==> config.mk <==
export PLATFORM = sky130hd
export DESIGN_NAME = axi_ad_jesd_tx_framer
export DESIGN_NICKNAME = d
export VERILOG_FILES = /design/src/rtl/axi_ad_jesd_tx_framer_pkg.sv /design/src/rtl/ad_tx_skid_fifo.sv /design/src/rtl/axi_ad_jesd_tx_framer.sv
export SDC_FILE = /design/constraint.sdc
export NUM_CORES = 1
export LEC_CHECK = 0
export ABC_AREA = 1
export ABC_CLOCK_PERIOD_IN_PS = 30700
export CELL_PAD_IN_SITES_DETAIL_PLACEMENT = 0
export CELL_PAD_IN_SITES_GLOBAL_PLACEMENT = 2
export CORE_UTILIZATION = 35
export DETAILED_ROUTE_END_ITERATION = 12
export PLACE_DENSITY_LB_ADDON = 0.08
export SLEW_MARGIN = 25
export SYNTH_ARGS = -nofsm -noshare
export SYNTH_HDL_FRONTEND = slang
export SYNTH_SLANG_ARGS = --single-unit
==> constraint.sdc <==
create_clock -name tx_clk -period 30.7 [get_ports tx_clk]
set_clock_uncertainty 0.05 [all_clocks]
set_input_delay 4.605 -clock tx_clk [delete_from_list [all_inputs] [get_ports tx_clk]]
set_output_delay 4.605 -clock tx_clk [all_outputs]
set_load 0.01 [all_outputs]
==> src/rtl/axi_ad_jesd_tx_framer_pkg.sv <==
// Shared definitions for the DAC-side JESD transmit framer: source codes,
// beat geometry and the combinational generator/packer helpers.
package axi_ad_jesd_tx_framer_pkg;

  // Sample source selector codes
  typedef enum logic [1:0] {
    SRC_DMA   = 2'd0,
    SRC_CONST = 2'd1,
    SRC_RAMP  = 2'd2,
    SRC_PN9   = 2'd3
  } src_sel_e;

  localparam int NUM_CH     = 2;
  localparam int SMP_W      = 16;
  localparam int SMP_PER_CH = 4;
  localparam int CH_W       = SMP_W * SMP_PER_CH;
  localparam int LANE_W     = 2 * SMP_W;
  localparam int LINK_W     = NUM_CH * CH_W;

  // One beat of PN9 output plus the LFSR state left behind
  typedef struct packed {
    logic [CH_W-1:0] data;
    logic [8:0]      state;
  } pn9_res_t;

  // Run x^9 + x^5 + 1 for one full channel beat; the first bit produced
  // goes to the MSB so the stream reads left to right.
  function automatic pn9_res_t pn9_step(input logic [8:0] seed);
    pn9_res_t   r;
    logic [8:0] s;
    logic       b;
    r = '0;
    s = seed;
    for (int i = 0; i < CH_W; i++) begin
      b              = s[8] ^ s[4];
      r.data[CH_W-1-i] = b;
      s              = {s[7:0], b};
    end
    r.state = s;
    return r;
  endfunction

  // Ramp beat: sample k = base + k, wrapping at 16 bits
  function automatic logic [CH_W-1:0] ramp_beat(input logic [SMP_W-1:0] base);
    logic [CH_W-1:0] r;
    r = '0;
    for (int k = 0; k < SMP_PER_CH; k++)
      r[k*SMP_W +: SMP_W] = base + SMP_W'(k);
    return r;
  endfunction

  // Two samples per lane, each sample sent high byte first
  function automatic logic [CH_W-1:0] lane_pack(input logic [CH_W-1:0] ch);
    logic [CH_W-1:0]  r;
    logic [SMP_W-1:0] e;
    logic [SMP_W-1:0] o;
    r = '0;
    for (int l = 0; l < CH_W / LANE_W; l++) begin
      e = ch[l*LANE_W +: SMP_W];
      o = ch[l*LANE_W + SMP_W +: SMP_W];
      r[l*LANE_W +: LANE_W] = {o[7:0], o[15:8], e[7:0], e[15:8]};
    end
    return r;
  endfunction

endpackage

==> src/rtl/ad_tx_skid_fifo.sv <==
// Small synchronous FIFO between the DMA read side and the framer output
// register. A flush empties it; a push in the flush cycle is kept as the
// first fresh entry.
module ad_tx_skid_fifo #(
  parameter int WIDTH = 128,
  parameter int DEPTH = 4
) (
  input  logic             clk_i,
  input  logic             rst_ni,
  input  logic             flush_i,
  input  logic             push_i,
  input  logic [WIDTH-1:0] wdata_i,
  input  logic             pop_i,
  output logic [WIDTH-1:0] rdata_o,
  output logic             empty_o,
  output logic             full_nxt_o
);

  localparam int AW = (DEPTH > 1) ? $clog2(DEPTH) : 1;

  logic [DEPTH-1:0][WIDTH-1:0] mem_q;
  logic [AW-1:0]               wptr_q, wptr_d, rptr_q, rptr_d, waddr;
  logic [AW:0]                 cnt_q, cnt_d;
  logic                        full, do_push, do_pop;

  assign empty_o    = (cnt_q == '0);
  assign full       = (cnt_q == (AW+1)'(DEPTH));
  assign full_nxt_o = (cnt_d == (AW+1)'(DEPTH));
  assign rdata_o    = mem_q[rptr_q];

  // Pointer and occupancy next-state, flush overriding normal traffic
  always_comb begin
    do_push = push_i & ~full;
    do_pop  = pop_i & ~empty_o & ~flush_i;
    waddr   = flush_i ? '0 : wptr_q;
    if (flush_i) begin
      rptr_d = '0;
      wptr_d = AW'(do_push);
      cnt_d  = (AW+1)'(do_push);
    end else begin
      rptr_d = rptr_q + AW'(do_pop);
      wptr_d = wptr_q + AW'(do_push);
      cnt_d  = cnt_q + (AW+1)'(do_push) - (AW+1)'(do_pop);
    end
  end

  // Pointer and occupancy registers
  always_ff @(posedge clk_i or negedge rst_ni) begin
    if (!rst_ni) begin
      wptr_q <= '0;
      rptr_q <= '0;
      cnt_q  <= '0;
    end else begin
      wptr_q <= wptr_d;
      rptr_q <= rptr_d;
      cnt_q  <= cnt_d;
    end
  end

  // Storage; contents are don't-care until written
  always_ff @(posedge clk_i) begin
    if (do_push) mem_q[waddr] <= wdata_i;
  end

endmodule

==> src/rtl/axi_ad_jesd_tx_framer.sv <==
// DAC transmit framer: picks DMA, constant, ramp or PN9 samples per beat,
// blanks disabled channels, packs them onto four JESD lanes and tracks
// DMA underflow.
module axi_ad_jesd_tx_framer
  import axi_ad_jesd_tx_framer_pkg::*;
#(
  parameter int         FIFO_DEPTH = 4,
  parameter logic [8:0] PN_SEED    = 9'h1ff
) (
  input  logic         tx_clk,
  input  logic         tx_rstn,
  input  logic         dac_valid,
  output logic         dac_ready,
  input  logic [63:0]  dac_data_0,
  input  logic [63:0]  dac_data_1,
  input  logic         dac_enable_0,
  input  logic         dac_enable_1,
  input  logic [1:0]   dac_src_sel,
  input  logic [15:0]  dac_const_0,
  input  logic [15:0]  dac_const_1,
  input  logic         dac_dunf_clr,
  output logic         dac_dunf,
  output logic [15:0]  dac_dunf_cnt,
  output logic [127:0] tx_data,
  output logic         tx_valid,
  input  logic         tx_ready
);

  src_sel_e                        sel, src_q, src_d;
  logic                            advance, sel_chg, flush, pop, unf, push;
  logic [LINK_W-1:0]               fifo_rdata;
  logic                            fifo_empty, fifo_full_nxt;
  logic [NUM_CH-1:0]               en;
  logic [NUM_CH-1:0][SMP_W-1:0]    cst;
  logic [NUM_CH-1:0][SMP_W-1:0]    base_q, base_d, base_cur;
  logic [NUM_CH-1:0][8:0]          pn_q, pn_d, pn_cur;
  pn9_res_t [NUM_CH-1:0]           pn_res;
  logic [NUM_CH-1:0][CH_W-1:0]     raw, ch_beat;
  logic [LINK_W-1:0]               tx_data_q, tx_data_d;
  logic                            tx_valid_q, dac_ready_q;
  logic                            dunf_q, dunf_d;
  logic [15:0]                     dunf_cnt_q, dunf_cnt_d;

  assign en        = {dac_enable_1, dac_enable_0};
  assign cst       = {dac_const_1, dac_const_0};
  assign push      = dac_valid & dac_ready_q;

  assign dac_ready    = dac_ready_q;
  assign dac_dunf     = dunf_q;
  assign dac_dunf_cnt = dunf_cnt_q;
  assign tx_data      = tx_data_q;
  assign tx_valid     = tx_valid_q;

  ad_tx_skid_fifo #(
    .WIDTH (LINK_W),
    .DEPTH (FIFO_DEPTH)
  ) u_fifo (
    .clk_i      (tx_clk),
    .rst_ni     (tx_rstn),
    .flush_i    (flush),
    .push_i     (push),
    .wdata_i    ({dac_data_1, dac_data_0}),
    .pop_i      (pop),
    .rdata_o    (fifo_rdata),
    .empty_o    (fifo_empty),
    .full_nxt_o (fifo_full_nxt)
  );

  // Beat control: the selector is only acted on when the link takes a beat.
  // Re-entering DMA mode flushes stale entries and sends one zero beat that
  // is not counted as underflow.
  always_comb begin
    sel     = src_sel_e'(dac_src_sel);
    advance = tx_ready;
    sel_chg = (sel != src_q);
    flush   = advance & (sel == SRC_DMA) & (src_q != SRC_DMA);
    pop     = advance & (sel == SRC_DMA) & ~flush & ~fifo_empty;
    unf     = advance & (sel == SRC_DMA) & ~flush & fifo_empty;
    src_d   = advance ? sel : src_q;
  end

  // Per-channel source mux and generator next-state; generators keep
  // stepping for a disabled channel, only its output is blanked.
  always_comb begin
    for (int c = 0; c < NUM_CH; c++) begin
      base_cur[c] = sel_chg ? '0 : base_q[c];
      pn_cur[c]   = sel_chg ? PN_SEED : pn_q[c];
      pn_res[c]   = pn9_step(pn_cur[c]);
      case (sel)
        SRC_DMA:   raw[c] = pop ? fifo_rdata[c*CH_W +: CH_W] : '0;
        SRC_CONST: raw[c] = {SMP_PER_CH{cst[c]}};
        SRC_RAMP:  raw[c] = ramp_beat(base_cur[c]);
        default:   raw[c] = pn_res[c].data;
      endcase
      ch_beat[c] = en[c] ? raw[c] : '0;
      base_d[c]  = base_q[c];
      pn_d[c]    = pn_q[c];
      if (advance) begin
        base_d[c] = (sel == SRC_RAMP) ? base_cur[c] + SMP_W'(SMP_PER_CH) : base_cur[c];
        pn_d[c]   = (sel == SRC_PN9) ? pn_res[c].state : pn_cur[c];
      end
    end
  end

  // Output register next value: hold unless the link consumes a beat
  always_comb begin
    tx_data_d = tx_data_q;
    if (advance) begin
      for (int c = 0; c < NUM_CH; c++)
        tx_data_d[c*CH_W +: CH_W] = lane_pack(ch_beat[c]);
    end
  end

  // Sticky underflow flag and saturating count; clear has priority
  always_comb begin
    dunf_d     = dunf_q;
    dunf_cnt_d = dunf_cnt_q;
    if (dac_dunf_clr) begin
      dunf_d     = 1'b0;
      dunf_cnt_d = '0;
    end else if (unf) begin
      dunf_d = 1'b1;
      if (dunf_cnt_q != 16'hffff) dunf_cnt_d = dunf_cnt_q + 16'd1;
    end
  end

  // Framer state registers
  always_ff @(posedge tx_clk or negedge tx_rstn) begin
    if (!tx_rstn) begin
      src_q       <= SRC_DMA;
      base_q      <= '0;
      pn_q        <= {NUM_CH{PN_SEED}};
      tx_data_q   <= '0;
      tx_valid_q  <= 1'b0;
      dac_ready_q <= 1'b0;
      dunf_q      <= 1'b0;
      dunf_cnt_q  <= '0;
    end else begin
      src_q       <= src_d;
      base_q      <= base_d;
      pn_q        <= pn_d;
      tx_data_q   <= tx_data_d;
      tx_valid_q  <= 1'b1;
      dac_ready_q <= ~fifo_full_nxt;
      dunf_q      <= dunf_d;
      dunf_cnt_q  <= dunf_cnt_d;
    end
  end

endmodule

==> metrics.csv <==
metric,value,unit
status,finished clean,
Detail Placement HPWL,99.45,mm
Avg WL per Cell,28.14,microns
Worst R2R End,tx_data[20],
Post-route DRC,0,
antenna violations before repair,13,
CTS tree,yes,
Tmin final,9154,ps
H-tree depth,3,
DRT iter0 DRCs,2462,
placed cell area,38260,sq um
Root Buffer,clkbuf_16,
Post-synth top flop,edfxtp_1,
Worst Setup EP,tx_data[114],
ranking of synthesized cells by area,"edfxtp_1, dfrtp_1, nand2_1",
Starting Density,35.49,%
Place WS,21020,ps
row cnt,113,
Horiz. Die Dim,312.8,microns
overall power,3.192,mW
Vias,27190,
port bufs,315,
hold slack,431.6,ps
setup violators final,0,
maximum clock frequency,109.2,MHz
global-route usage over all layers,28.01,%
clk slew on worst S/H paths,60,ps
register bit count reported by yosys,718,
final worst slack,21550,ps
unrepaired setup endpoints after global routing,false,
dominant cell by count in the synthesized netlist,nand2_1,
final period utilization,29.82,%
largest net degree at the start of global routing,129,
Worst Hold Class,register to register,
CP startpoint,dac_src_sel[0],
peak supply drop,0.00006149,V
gpl congestion,0.9364,
TritonCTS buffer count,83,
layout cell share with drive strength beyond 1,8.322,%
vias in the first global route,26190,
Simple-Gate Fraction of Synth Area,16.31,%
total grt overflow,0,
post-route ant nets,0,
R2R setup slack,25670,ps
total die area,97870,sq um
Yosys cell types,64,
vias per inst,5.513,
"Max FO, Critical Path",41,
Slew @ Worst Pin,1201,ps
CTS resizes,0,
R2R cell count,9,
Synth Area in XOR/XNOR,2.542,%
"FFs w/ async S/R, synth",28.69,%
"Hold Violations, Final",0,
clock sinks,718,
clock latency at the later pin of the worst-skew pair,680,ps
Pwr Density,77.94,nW/um^2
CORE AREA,95290,sq um
CTS Hold Bufs,0,
mux share of post-synthesis cell area,0,%
fin area,40960,sq um
worst path required time,31220,ps
commonest cells in the netlist,"nand2_1, edfxtp_1, nor2_1, o21ai_0, inv_1",
Slew Limit Headroom,19.95,%
Mapped Nets,3519,
max cap viols,0,
"EDFF count, synth",512,
Post CTS Setup Buffer Count,0,
first-pass GRT wire length,194.7,mm
r2r startpoint,u_fifo.rptr_q[0],
Crit. End Element,register,
drt pass-1 iters,7,
Cells after Synth,3332,
Post-Synth Adder-Cell Area,0.6882,%
Ys Warns,0,
Final Max Slew Viols,0,
leakage power,15.55,nW
sequential fraction of the synthesis area,60.78,%
Post-Route WL,138.8,mm
Arrival @ worst endpoint,9670,ps
die extent in y,312.8,microns
mapped cell area,33820,sq um
Worst setup SP type,primary input,
WS Path Type,primary input to register,
Top Ports,316,
Synth Area in Compound Gates,14.75,%
Setup TNS,0,ps
Avg Synthesized Cell Area,10.15,sq um
largest family of logic cells by synthesized area,simple AND/OR/NAND/NOR gates,
Area Growth Syn to Fin,21.11,%
top cell type's share of synthesized area,45.47,%
cell taking the most area after synthesis,edfxtp_1,
fin nets,3787,
clock buffer depth,3,
[layout by cell type, fill, tap and decap left out, types with 43 or more instances in the layout]
| cell type | n |
|---|---|
| dfrtp_1 | 186 |
| inv_1 | 222 |
| nand3_1 | 177 |
| a21oi_1 | 210 |
| edfxtp_1 | 512 |
| a32o_1 | 59 |
| nor2_1 | 313 |
| o21ai_0 | 284 |
| xor2_1 | 59 |
| clkdlybuf4s50_1 | 313 |
| nand2_1 | 646 |
| nand2_2 | 43 |
| clkbuf_16 | 85 |
| o22ai_1 | 81 |
[area by class of cell]
class                      instances  area [sq um]
multi-input combinational       2190         11640
antenna                            2         5.005
clock buffer                     109          2257
sequential                       718         20560
clock inverter                    41         429.2
inverter                         249         952.2
timing repair buffer             358          3526
tap                             1265          1583
fill                            9161         54340
[power by group]
group	internal (mW)	switching, mW
sequential	1.21	0.0649
combinational	0.258	0.668
clock	0.585	0.406
total	2.05	1.14
[worst max-delay path, stage by stage]
cell and delay, ps:
clkdlybuf4s50_1 460, buf_4 350, inv_2 60, nand2_1 70, nand2_1 50, buf_4 250, nand2_2 110, buf_4 530
nor2_1 300, inv_1 360, ha_1 340, nor2_1 100, inv_1 130, nor2_1 80, inv_1 170, o21ai_0 160
o21ai_0 220, nand2_1 90, a21oi_1 530, o21ai_0 420, nand2_1 140
[cell families (layout without fill, tap and decap cells)]
group,Yosys count,after routing
and+or+nand+nor,1280,1280
AOI/OAI and AO/OA,808,808
xor gates and xnor gates,83,83
adders and majority gates,18,18
other,1,3
DFF,718,718
buffers and inverters,424,757
[registers in the layout, indices dropped and copies added, names as in the netlist]
name,count
src_q,2
dac_dunf_cnt,16
tx_valid,1
u_fifo.wptr_q,2
u_fifo.mem_q,512
pn_q,18
tx_data,128
u_fifo.cnt_q,3
base_q,32
dac_dunf,1
u_fifo.rptr_q,2
dac_ready,1
[per-stage QoR]
stage / utilization (%) / cells
after global routing: 42.98 / 4932
after detailed placement: 40.15 / 4779
after global placement: 40.14 / 4779
final: 42.98 / 4932
after floorplan: - / 3332
after CTS: 42.96 / 4929
[metal layers]
layer | vias to the layer above | routed length (microns) | GRT usage [%]
met5 | - | 51 | 0
met4 | 8 | 5981 | 11.32
met3 | 195 | 9454 | 6.054
met2 | 975 | 60070 | 41.26
met1 | 13660 | 63220 | 39.96
li1 | 12350 | - | -
[worst min-delay path by stage]
stage | startpoint | end | slack (ps) | cells past startpoint
after global routing | tx_data[25] | tx_data[25] | 450 | 2
after detailed placement | tx_data[7] | tx_data[7] | 420 | 2
after floorplan | base_q[0] | base_q[0] | 410 | 2
after global placement | tx_data[7] | tx_data[7] | 420 | 2
after CTS | tx_data[7] | tx_data[7] | 430 | 2
final | tx_data[7] | tx_data[7] | 430 | 2
No activity file was read; power rests on OpenSTA's default activity.
